$ cat src/rtl/serial_frame_tx_pkg.sv
// rtl/serial_frame_tx_pkg.sv - shared types and defaults for the serial frame tx/rx blocks
package serial_frame_tx_pkg;

  localparam int NT_W_DEF   = 8;
  localparam int BYTE_W_DEF = 8;

  typedef enum logic [1:0] {
    ST_IDLE  = 2'd0,
    ST_LOAD  = 2'd1,
    ST_SHIFT = 2'd2,
    ST_DONE  = 2'd3
  } state_t;

  // Number of parallel words needed to carry a frame of the given bit length.
  function automatic int bytes_for_bits(input int bits, input int byte_w);
    return (bits + byte_w - 1) / byte_w;
  endfunction

endpackage

$ cat src/rtl/serial_frame_tx_if.sv
// rtl/serial_frame_tx_if.sv - frame request, byte handshake and serial output bundle
interface serial_frame_tx_if
  import serial_frame_tx_pkg::*;
#(
  parameter int NT_W   = NT_W_DEF,
  parameter int BYTE_W = BYTE_W_DEF
);

  logic              start;
  logic [NT_W-1:0]   nt;
  logic [BYTE_W-1:0] din;
  logic              din_valid;
  logic              din_ready;
  logic              serOut;
  logic              en_out;
  logic              done;

  modport master (
    output start, nt, din, din_valid,
    input  din_ready, serOut, en_out, done
  );

  modport slave (
    input  start, nt, din, din_valid,
    output din_ready, serOut, en_out, done
  );

endinterface

$ cat src/rtl/tx_bit_counter.sv
// rtl/tx_bit_counter.sv - loadable down counter of remaining frame bits
module tx_bit_counter #(
  parameter int W = 8
) (
  input  logic         clk,
  input  logic         rst,
  input  logic         load,
  input  logic [W-1:0] load_val,
  input  logic         en,
  output logic [W-1:0] value,
  output logic         last
);

  // Never wraps below zero, so a stray enable after the final bit is harmless.
  always_ff @(posedge clk) begin
    if (rst) begin
      value <= '0;
    end else if (load) begin
      value <= load_val;
    end else if (en && (value != '0)) begin
      value <= value - W'(1);
    end
  end

  assign last = (value == W'(1));

endmodule

$ cat src/rtl/serial_frame_tx.sv
// rtl/serial_frame_tx.sv - shifts nt bits of a byte stream out LSB first, qualified by en_out
module serial_frame_tx
  import serial_frame_tx_pkg::*;
#(
  parameter int NT_W   = NT_W_DEF,
  parameter int BYTE_W = BYTE_W_DEF
) (
  input  logic              clk,
  input  logic              rst,
  serial_frame_tx_if.slave  bus
);

  localparam int BI_W = (BYTE_W > 1) ? $clog2(BYTE_W) : 1;

  state_t            state;
  logic [BYTE_W-1:0] sh;
  logic [BYTE_W-1:0] sh_next;
  logic [BI_W-1:0]   bi;
  logic [NT_W-1:0]   rem;
  logic              rem_last;
  logic              cnt_load;
  logic              cnt_en;

  assign sh_next  = sh >> 1;
  assign cnt_load = (state == ST_IDLE) && bus.start && (bus.nt != '0);
  assign cnt_en   = (state == ST_SHIFT) && (rem != '0);

  tx_bit_counter #(.W(NT_W)) u_cnt (
    .clk      (clk),
    .rst      (rst),
    .load     (cnt_load),
    .load_val (bus.nt),
    .en       (cnt_en),
    .value    (rem),
    .last     (rem_last)
  );

  // Outputs are computed alongside the next state so they are registered and
  // line up with the state they describe.
  always_ff @(posedge clk) begin
    if (rst) begin
      state         <= ST_IDLE;
      sh            <= '0;
      bi            <= '0;
      bus.serOut    <= 1'b0;
      bus.en_out    <= 1'b0;
      bus.done      <= 1'b0;
      bus.din_ready <= 1'b0;
    end else begin
      bus.serOut    <= 1'b0;
      bus.en_out    <= 1'b0;
      bus.done      <= 1'b0;
      bus.din_ready <= 1'b0;
      case (state)
        ST_IDLE: begin
          if (bus.start) begin
            if (bus.nt != '0) begin
              state         <= ST_LOAD;
              bus.din_ready <= 1'b1;
            end else begin
              state    <= ST_DONE;
              bus.done <= 1'b1;
            end
          end
        end
        ST_LOAD: begin
          if (bus.din_valid) begin
            state      <= ST_SHIFT;
            sh         <= bus.din;
            bi         <= '0;
            bus.en_out <= 1'b1;
            bus.serOut <= bus.din[0];
          end else begin
            bus.din_ready <= 1'b1;
          end
        end
        ST_SHIFT: begin
          sh <= sh_next;
          bi <= bi + BI_W'(1);
          if (rem_last) begin
            // Unsent bits of the final byte are dropped here.
            state    <= ST_DONE;
            sh       <= '0;
            bus.done <= 1'b1;
          end else if (bi == BI_W'(BYTE_W - 1)) begin
            state         <= ST_LOAD;
            bus.din_ready <= 1'b1;
          end else begin
            bus.en_out <= 1'b1;
            bus.serOut <= sh_next[0];
          end
        end
        ST_DONE: begin
          state <= ST_IDLE;
        end
        default: begin
          state <= ST_IDLE;
        end
      endcase
    end
  end

endmodule

$ cat src/flat_wrapper.sv
// flat-port wrapper written by rule: the top's interface ports become plain ports
module serial_frame_tx_flat import serial_frame_tx_pkg::*;
#(
  parameter int NT_W   = NT_W_DEF,
  parameter int BYTE_W = BYTE_W_DEF
)
  (clk, rst, bus_start, bus_nt, bus_din, bus_din_valid, bus_din_ready, bus_serOut, bus_en_out, bus_done);
  serial_frame_tx_if #(.NT_W(NT_W), .BYTE_W(BYTE_W)) bus_i ();
  input  logic clk;
  input  logic rst;
  input wire logic [$bits(bus_i.start)-1:0] bus_start;
  input wire logic [$bits(bus_i.nt)-1:0] bus_nt;
  input wire logic [$bits(bus_i.din)-1:0] bus_din;
  input wire logic [$bits(bus_i.din_valid)-1:0] bus_din_valid;
  output wire logic [$bits(bus_i.din_ready)-1:0] bus_din_ready;
  output wire logic [$bits(bus_i.serOut)-1:0] bus_serOut;
  output wire logic [$bits(bus_i.en_out)-1:0] bus_en_out;
  output wire logic [$bits(bus_i.done)-1:0] bus_done;
  assign bus_i.start = bus_start;
  assign bus_i.nt = bus_nt;
  assign bus_i.din = bus_din;
  assign bus_i.din_valid = bus_din_valid;
  assign bus_din_ready = bus_i.din_ready;
  assign bus_serOut = bus_i.serOut;
  assign bus_en_out = bus_i.en_out;
  assign bus_done = bus_i.done;
  serial_frame_tx #(.NT_W(NT_W), .BYTE_W(BYTE_W)) u_core (.clk(clk), .rst(rst), .bus(bus_i));
endmodule
$ cat config.mk
export PLATFORM = sky130hd
export DESIGN_NAME = serial_frame_tx_flat
export DESIGN_NICKNAME = d
export VERILOG_FILES = /design/src/rtl/serial_frame_tx_pkg.sv /design/src/rtl/serial_frame_tx_if.sv /design/src/rtl/tx_bit_counter.sv /design/src/rtl/serial_frame_tx.sv /design/src/flat_wrapper.sv
export SDC_FILE = /design/constraint.sdc
export NUM_CORES = 1
export LEC_CHECK = 0
export CAP_MARGIN = 0
export CORE_UTILIZATION = 40
export CTS_CLUSTER_SIZE = 12
export DETAILED_ROUTE_END_ITERATION = 6
export PLACE_DENSITY = 0.7
export SYNTH_ARGS = -nofsm -noshare
export SYNTH_HDL_FRONTEND = slang
export SYNTH_SLANG_ARGS = --single-unit
$ cat constraint.sdc
create_clock -name clk -period 2.1 [get_ports clk]
set_input_delay 0.21 -clock clk [delete_from_list [all_inputs] [get_ports clk]]
set_output_delay 0.21 -clock clk [all_outputs]
set_load 0.03 [all_outputs]
Yosys cells after proc, flatten, opt, wreduce, memory -nomap -nowiden
Cells that the tools add are included.

word-level totals
  flip-flop bits (word level) = 25
  bits in latches = 0
  memory bits (writable) = 0
  bits in read-only memories = 0
  input port bits = 20
  output and inout port bits = 4
  word-level logic and storage cells = 60
  memories kept = 0

cells by class
  $add $sub $neg = 2
  $mul = 0
  divide/modulo/power cells = 0
  magnitude comparators = 0
  eq/ne operators = 8
  shift operators = 0
  mux-type cells = 31
  bitwise logic cells = 0
  reduce and logical (&&, ||, !) cells = 11

operator list
  operator                                                                  number
  8-bit two-way mux                                                         3
  8-bit one-hot mux with 2 select lines                                     1
  8-bit nonzero test                                                        2
  1-bit two-way mux                                                         14
  2-bit two-way mux                                                         5
  8-bit by 1-bit equality test with 1-bit output (second input constant)    1
  2-bit one-hot mux with 4 select lines                                     1
  8-bit by 1-bit subtractor with 8-bit output (second input constant)       1
  7-bit two-way mux                                                         1
  1-bit one-hot mux with 2 select lines                                     3
  3-bit one-hot mux with 2 select lines                                     1
  2-bit equality test (second input constant)                               2
  1-bit logical AND                                                         4
  2-bit inequality test (second input constant)                             2
  2-bit nonzero test                                                        2
  3-bit by 1-bit adder with 3-bit output (second input constant)            1
  3-bit equality test (second input constant)                               1
  3-bit two-way mux                                                         1
  3-bit by 2-bit inequality test with 1-bit output (second input constant)  1
  1-bit one-hot mux with 3 select lines                                     1
  3-bit AND reduction                                                       1
  2-bit by 1-bit equality test with 1-bit output (second input constant)    1
  2-bit logical NOT                                                         1
  2-bit AND reduction                                                       1

Depth between registers and ports, before layout
Gate-level depths: netlist of run 1.

  depth in word-level cells = 5
  mapped depth = 7
  mapped depth without buffers = 6

Modules after synthesis
A second synthesis of run 1 with hierarchy kept.

unflattened totals
  cell total of the unflattened synthesis = 155
  area, all modules = 1451.4 µm²

modules (own cells, without submodules)
  module           instances  cells each  area an instance (µm²)
  serial_frame_tx  1          96          927.1
  tx_bit_counter   1          59          524.3

Worst setup path after synthesis of run 1
OpenSTA, ideal clock, no wires.

  kind = register -> register
  start point = reg u_core.u_cnt.value[0]
  end point = reg u_core.u_cnt.value[1]
  setup time = 74 ps
  data arrival time = 1727 ps
  required time = 2026 ps
  slack = 299 ps
  cell stages (with the launch flop) = 7
  cells stage by stage = dfxtp_1 inv_1 ha_1 or3b_2 o21ai_1 mux2_2 o21ai_0

between the ends
  longest elaborated chain between the ends = 4

RTL lines
  what                                                                                 line                  text
  from (decl)                                                                          tx_bit_counter.sv:10  output logic [W-1:0] value,
  from (signal assigned)                                                               tx_bit_counter.sv:19  value <= load_val;
  from (signal assigned)                                                               tx_bit_counter.sv:21  value <= value - W'(1);
  branches (longest 4 deep; another with 8-bit by 1-bit subtractor with 8-bit output)  --

Several ways; the timed one is not identified. The select of a mux whose other input is x is not followed.
A chain may end at the register's enable or synchronous reset.

Final worst setup path of run 1
Same ends and word-level chain as after synthesis.

==> results.sh, run 1 <==
export IMPL_status="finished, final reports clean"
export IMPL_crit_type="reg2reg"
export IMPL_cts_buffers=3
export IMPL_grt_use_total_pct=18.9
export IMPL_ant_nets=0
export IMPL_fmax_ghz=0.511
export IMPL_htreeDepth=1
export IMPL_p_leak_nw=0.630
export IMPL_utilization_pct=54.8
export IMPL_start_util_pct=42.4
export IMPL_core_area_sq_um=3050
export IMPL_holdWs_ns=0.445
export IMPL_antenna_found_initial=0
export IMPL_p_per_area_nw_per_um2=1190
export IMPL_rows=20
export IMPL_setup_viol=0
export IMPL_fillers=306
export IMPL_cts_repair_resized=0
export IMPL_syn_area_sq_um=1290
export IMPL_viasPerCell=5.48
export IMPL_io_pins=24
export IMPL_clk_latency_ns=0.32
export IMPL_relSlewSlack_pct=55.2
export IMPL_yosys_area_top_type_share_pct=37.1
export IMPL_synth_fp_nets=178
export IMPL_nNetsFinal=212
export IMPL_clkTransAtPathRegs_ns=0.14
export IMPL_maxSlewViolCount=0
export IMPL_wirelength_microns=3090
export IMPL_wire_per_inst_microns=13.7
export IMPL_crit_path_start_kind="flip-flop"
export IMPL_crit_path_end="u_core.u_cnt.value[1]"
export IMPL_die_w_microns=58.9
export IMPL_finalCritPeriodShare_pct=93.1
export IMPL_worst_pin_slew_ns=0.667
export IMPL_ys_async_sr_fraction_pct=0
export IMPL_period_needed_ns=1.96
export IMPL_grt_max_degree=17
export IMPL_gr_total_overflow=0
export IMPL_ys_seq_area_share_pct=37.1
export IMPL_multi_input_area_sq_um=756
export IMPL_yosysWarningCount=0
export IMPL_synth_seq_cells=24
export IMPL_syn_inst=148
export IMPL_port_buffers=23
export IMPL_reg2reg_depth=6
export IMPL_path_max_fanout=4
export IMPL_hold_viol=0
export IMPL_rrSetupSlack_ns=0.14
export IMPL_ctsHoldBuffers=0
export IMPL_yosysMostFrequentCell="dfxtp_1"
export IMPL_gp_congestion=0.861
export IMPL_min_path_type="in2reg"
export IMPL_drv_cap=0
export IMPL_detail_route_iter0_violations=39
export IMPL_crit_required_ns=2.36
export IMPL_clockBufferDepth=2
export IMPL_pre_cts_ws_ns=0.143
export IMPL_num_vias=1234
export IMPL_cts_tree="done"
export IMPL_startpoint="u_core.u_cnt.value[0]"
export IMPL_synth_cell_type_count=43
export IMPL_grt_pass1_vias=1174
export IMPL_ff_latch_area_sq_um=480
export IMPL_cts_setup_buffers=0
export IMPL_dieArea_sq_um=3470
export IMPL_cts_root_buf="clkbuf_4"
export IMPL_drc_errors=0
export IMPL_die_h_microns=58.9
export IMPL_cp_end_kind="flip-flop"
export IMPL_drt_pass1_iterations=4
export IMPL_irDropWorstVdd_uv=606
export IMPL_setup_tns_ns=0
export IMPL_synth_edf_count=0
export IMPL_ys_flop_type="dfxtp_1"
export IMPL_synth_area_leaders="dfxtp_1, ha_1, nor2_1"
export IMPL_yosysTopAreaCell="dfxtp_1"
export IMPL_worstReg2RegEnd="u_core.u_cnt.value[1]"
export IMPL_worst_slack_ns=0.144
export IMPL_dp_final_hpwl_microns=2410
export IMPL_r2r_start="u_core.u_cnt.value[0]"
export IMPL_drive_gt1_share_pct=12.2
export IMPL_n_antenna_cell=0
export IMPL_syn_area_per_cell_sq_um=8.74
export IMPL_cts_sink_count=24
export IMPL_grt_pass1_wl_microns=5000
export IMPL_rsz0062_at_grt="no"
export IMPL_fin_skew_ns=0.00335
export IMPL_cp_arrival_ns=2.21
export IMPL_syn2layout_area_growth_pct=29.4
export IMPL_synth_common_cells="dfxtp_1, nor2_1, ha_1, nor3_1"
cells in the final DEF (no fill, tap or decap), drive strengths merged, types with 2 or more instances in the layout:
cell type / count
clkbuf: 4
nand4: 2
nor4b: 2
buf: 11
a311oi: 2
nor2: 17
o311a: 2
clkdlybuf4s50: 23
nand3b: 2
o21ai: 10
a211oi: 4
a221oi: 6
nand2b: 3
inv: 8
or4: 4
dfxtp: 24
nand2: 8
a32oi: 3
a21oi: 8
ha: 10
or3b: 2
nor3: 10
how the worst min path moves through the flow:
stage | endpoint | cells after the start | startpoint
2_1_floorplan | u_core.bus.din_ready | 1 | rst
6_report | u_core.u_cnt.value[3] | 3 | bus_nt[3]
3_5_place_dp | u_core.sh[7] | 2 | u_core.sh[7]
5_1_grt | u_core.u_cnt.value[3] | 3 | bus_nt[3]
4_1_cts | u_core.u_cnt.value[3] | 3 | bus_nt[3]
3_3_place_gp | u_core.sh[7] | 2 | u_core.sh[7]
metrics by stage:
stage                     std cells  area (sq um)  total power [mW]
after floorplan                 148          1290              1.40
after global placement          221          1640              1.71
after detailed placement        221          1640              1.75
after CTS                       225          1670              2.01
after global routing            225          1670              2.17
final                           225          1670              2.00
final cells by class:
cell class / count / share of cell area [%]
clock buffers: 4 / 2.17
inverters: 9 / 2.02
multi-input cells: 110 / 45.1
flip-flops and latches: 24 / 28.7
well taps: 44 / 3.29
repair buffers: 34 / 18.7
sequential cells by signal, indices dropped and copies added (netlist names):
| register | flops |
|---|---|
| u_core.bus.din_ready | 1 |
| u_core.bus.en_out | 1 |
| u_core.bus.serOut | 1 |
| u_core.bus.done | 1 |
| u_core.u_cnt.value | 8 |
| u_core.sh | 7 |
| u_core.bi | 3 |
| u_core.state | 2 |
logic make-up (layout without fill, tap and decap cells):
family                     Yosys count  in the layout  share of synthesized area [%]
and+or+nand+nor                     55             55                           22.4
DFF                                 24             24                           37.1
muxes                                2              2                           1.64
xor gates and xnor gates             2              2                           1.35
AOI/OAI and AO/OA                   41             41                           23.3
adders and majority gates           10             10                           9.67
buffers and inverters               14             47                           4.45
routing by layer:
layer / global-route usage [%] / vias to the layer above / share of wire [%]
met3: 3.96 / 2 / 3.9
met5: 0 / - / 0
met1: 21.7 / 591 / 43
li1: - / 618 / -
met4: 2.04 / 0 / 0.48
met2: 36.5 / 23 / 52
critical path, cell delays in order (launching register included):
cell and delay, ns:
dfxtp_1 0.37, inv_1 0.13, ha_1 0.21, or3b_2 0.47, o21ai_1 0.23, mux2_2 0.36
o21ai_0 0.13
report_power, final:
group,internal [mW],leakage (nW),switching (mW)
registers,0.590,0.197,0.113
clock network,0.106,0.0210,0.145
logic,0.468,0.412,0.573
No activity file was read; power rests on OpenSTA's default activity.
==> inputs of run 2 (changes only) <==
Settings changed: CORE_ASPECT_RATIO from default to 0.5.
Clock period 2.1 ns to 2.5 ns, I/O delays scaled along.
==> results.sh, run 2 (synthesized netlist as in run 1, its figures left out) <==
export IMPL_r2r_start="u_core.state[0]"
export IMPL_die_h_microns=42.2
export IMPL_cts_sink_count=24
export IMPL_path_max_fanout=12
export IMPL_clockPowerShare_pct=15.6
export IMPL_gr_total_overflow=0
export IMPL_n_antenna_cell=0
export IMPL_critPathMaxStageDelay_ns=0.39
export IMPL_maxSlewViolCount=0
export IMPL_final_cell_mix="dfxtp_1, clkdlybuf4s50_1, nor2_1"
export IMPL_ant_nets=0
export IMPL_p_leak_nw=0.614
export IMPL_cts_root_buf="clkbuf_8"
export IMPL_irDropWorstVdd_uv=401
export IMPL_core_area_sq_um=3050
export IMPL_final_common_cell="dfxtp_1"
export IMPL_nNetsFinal=207
export IMPL_placed_cell_area_sq_um=1600
export IMPL_worst_pin_slew_ns=0.879
export IMPL_crit_type="reg2reg"
export IMPL_path_depth=7
export IMPL_clockBufferDepth=2
export IMPL_hold_viol=0
export IMPL_rrSetupSlack_ns=0.45
export IMPL_cts_buffers=3
export IMPL_cp_arrival_ns=2.23
export IMPL_drt_pass1_iterations=4
export IMPL_ctsHoldBuffers=0
export IMPL_wirelength_microns=2820
export IMPL_total_power_mw=1.68
export IMPL_drc_errors=0
export IMPL_crit_chain="inv_1, ha_1, clkinv_1, a21oi_1, buf_4, a221oi_1, nor3_1"
export IMPL_startpoint="u_core.state[0]"
export IMPL_rows=14
export IMPL_crit_family="buffers and inverters"
export IMPL_grt_pass1_wl_microns=4560
export IMPL_post_place_cells=212
export IMPL_viasPerCell=5.51
export IMPL_relSlewSlack_pct=41.2
export IMPL_worst_slack_ns=0.447
export IMPL_antenna_found_initial=0
export IMPL_detail_route_iter0_violations=26
export IMPL_min_path_type="reg2reg"
export IMPL_largest_reg_flops=8
export IMPL_cp_end_kind="flip-flop"
export IMPL_regMostFlops="u_core.u_cnt.value"
export IMPL_clk_latency_ns=0.27
export IMPL_grt_pass1_vias=1073
export IMPL_reg2reg_depth=7
export IMPL_p_sw_uw=679
export IMPL_comb_power_share_pct=49.5
export IMPL_clkTransAtPathRegs_ns=0.08
export IMPL_crit_required_ns=2.68
export IMPL_drv_cap=0
export IMPL_p_int_mw=1.00
export IMPL_fin_skew_ns=0.00247
export IMPL_largestRegisters="u_core.u_cnt.value (8), u_core.sh (7), u_core.bi (3)"
export IMPL_htreeDepth=1
export IMPL_crit_path_start_kind="flip-flop"
export IMPL_crit_path_end="u_core.sh[6]"
export IMPL_fillers=290
export IMPL_syn2layout_area_growth_pct=27.6
export IMPL_finalInstanceArea_sq_um=1650
export IMPL_dp_final_hpwl_microns=2150
export IMPL_cp_slowest_cell="ha_1"
export IMPL_whs_path_depth=2
export IMPL_path_buf_inv=3
export IMPL_seq_power_share_pct=34.8
export IMPL_cts_repair_resized=0
export IMPL_grt_max_degree=24
export IMPL_swShare_pct=40.4
export IMPL_p_per_area_nw_per_um2=1020
export IMPL_die_w_microns=82.4
export IMPL_io_pins=24
export IMPL_pre_cts_ws_ns=0.471
export IMPL_setup_viol=0
export IMPL_num_vias=1191
export IMPL_dieArea_sq_um=3480
export IMPL_cts_setup_buffers=0
export IMPL_setup_tns_ns=0
export IMPL_port_buffers=23
export IMPL_drive_gt1_share_pct=9.66
export IMPL_final_cells=216
export IMPL_period_needed_ns=2.05
export IMPL_fmax_ghz=0.487
export IMPL_worstReg2RegEnd="u_core.sh[6]"
export IMPL_finalCritPeriodShare_pct=82.1
export IMPL_gp_congestion=0.852
export IMPL_cts_tree="done"
export IMPL_wire_per_inst_microns=13.1
export IMPL_rsz0062_at_grt="no"
export IMPL_start_util_pct=42.4
export IMPL_grt_use_total_pct=17.2
export IMPL_status="finished, final reports clean"
## run 2: stage by stage
| step | utilization [%] | hold WS [ns] |
|---|---|---|
| after global routing | 54.1 | 0.487 |
| after detailed placement | 52.3 | 0.469 |
| after global placement | 52.3 | 0.446 |
| final | 54.1 | 0.475 |
| after CTS | 54.1 | 0.479 |
| after floorplan | - | 0.328 |
## run 2: worst min-delay path by stage
stage | from | end
5_1_grt | u_core.sh[7] | u_core.sh[7]
6_report | u_core.sh[7] | u_core.sh[7]
4_1_cts | u_core.bi[0] | u_core.bi[0]
3_3_place_gp | u_core.sh[7] | u_core.sh[7]
3_5_place_dp | u_core.bi[0] | u_core.bi[0]
2_1_floorplan | rst | u_core.bus.din_ready
## run 2: metal layers
metal	up-vias	part of all wire, %	wire length, microns	track usage, %
li1	609	-	-	-
met1	555	49	1380	20.9
met2	25	47	1310	29.9
met3	2	4.2	118	3.91
met4	0	0.46	13	5.61
met5	-	0	0	0
## run 2: power groups by stage
stage          Combinational [mW]  Clock (mW)  Sequential [mW]
2_1_floorplan               0.589           0            0.588
3_3_place_gp                0.810           0            0.589
3_5_place_dp                0.824           0            0.591
4_1_cts                     0.831       0.271            0.583
5_1_grt                     0.924       0.287            0.597
6_report                    0.832       0.262            0.585
## run 2: worst reg2reg max path, stage by stage (launching register included)
cell and delay [ns]:
dfxtp_1 0.34, inv_1 0.11, ha_1 0.39, clkinv_1 0.36, a21oi_1 0.26, buf_4 0.18
a221oi_1 0.07, nor3_1 0.24
## run 2: layout make-up
class / instances / area [sq um] / area share [%]
clock buffer: 4 / 55.1 / 3.34
multi-input combinational: 110 / 756 / 45.8
sequential: 24 / 480 / 29.1
timing repair buffer: 29 / 275 / 16.7
inverter: 9 / 33.8 / 2.05
tap: 40 / 50.0 / 3.03
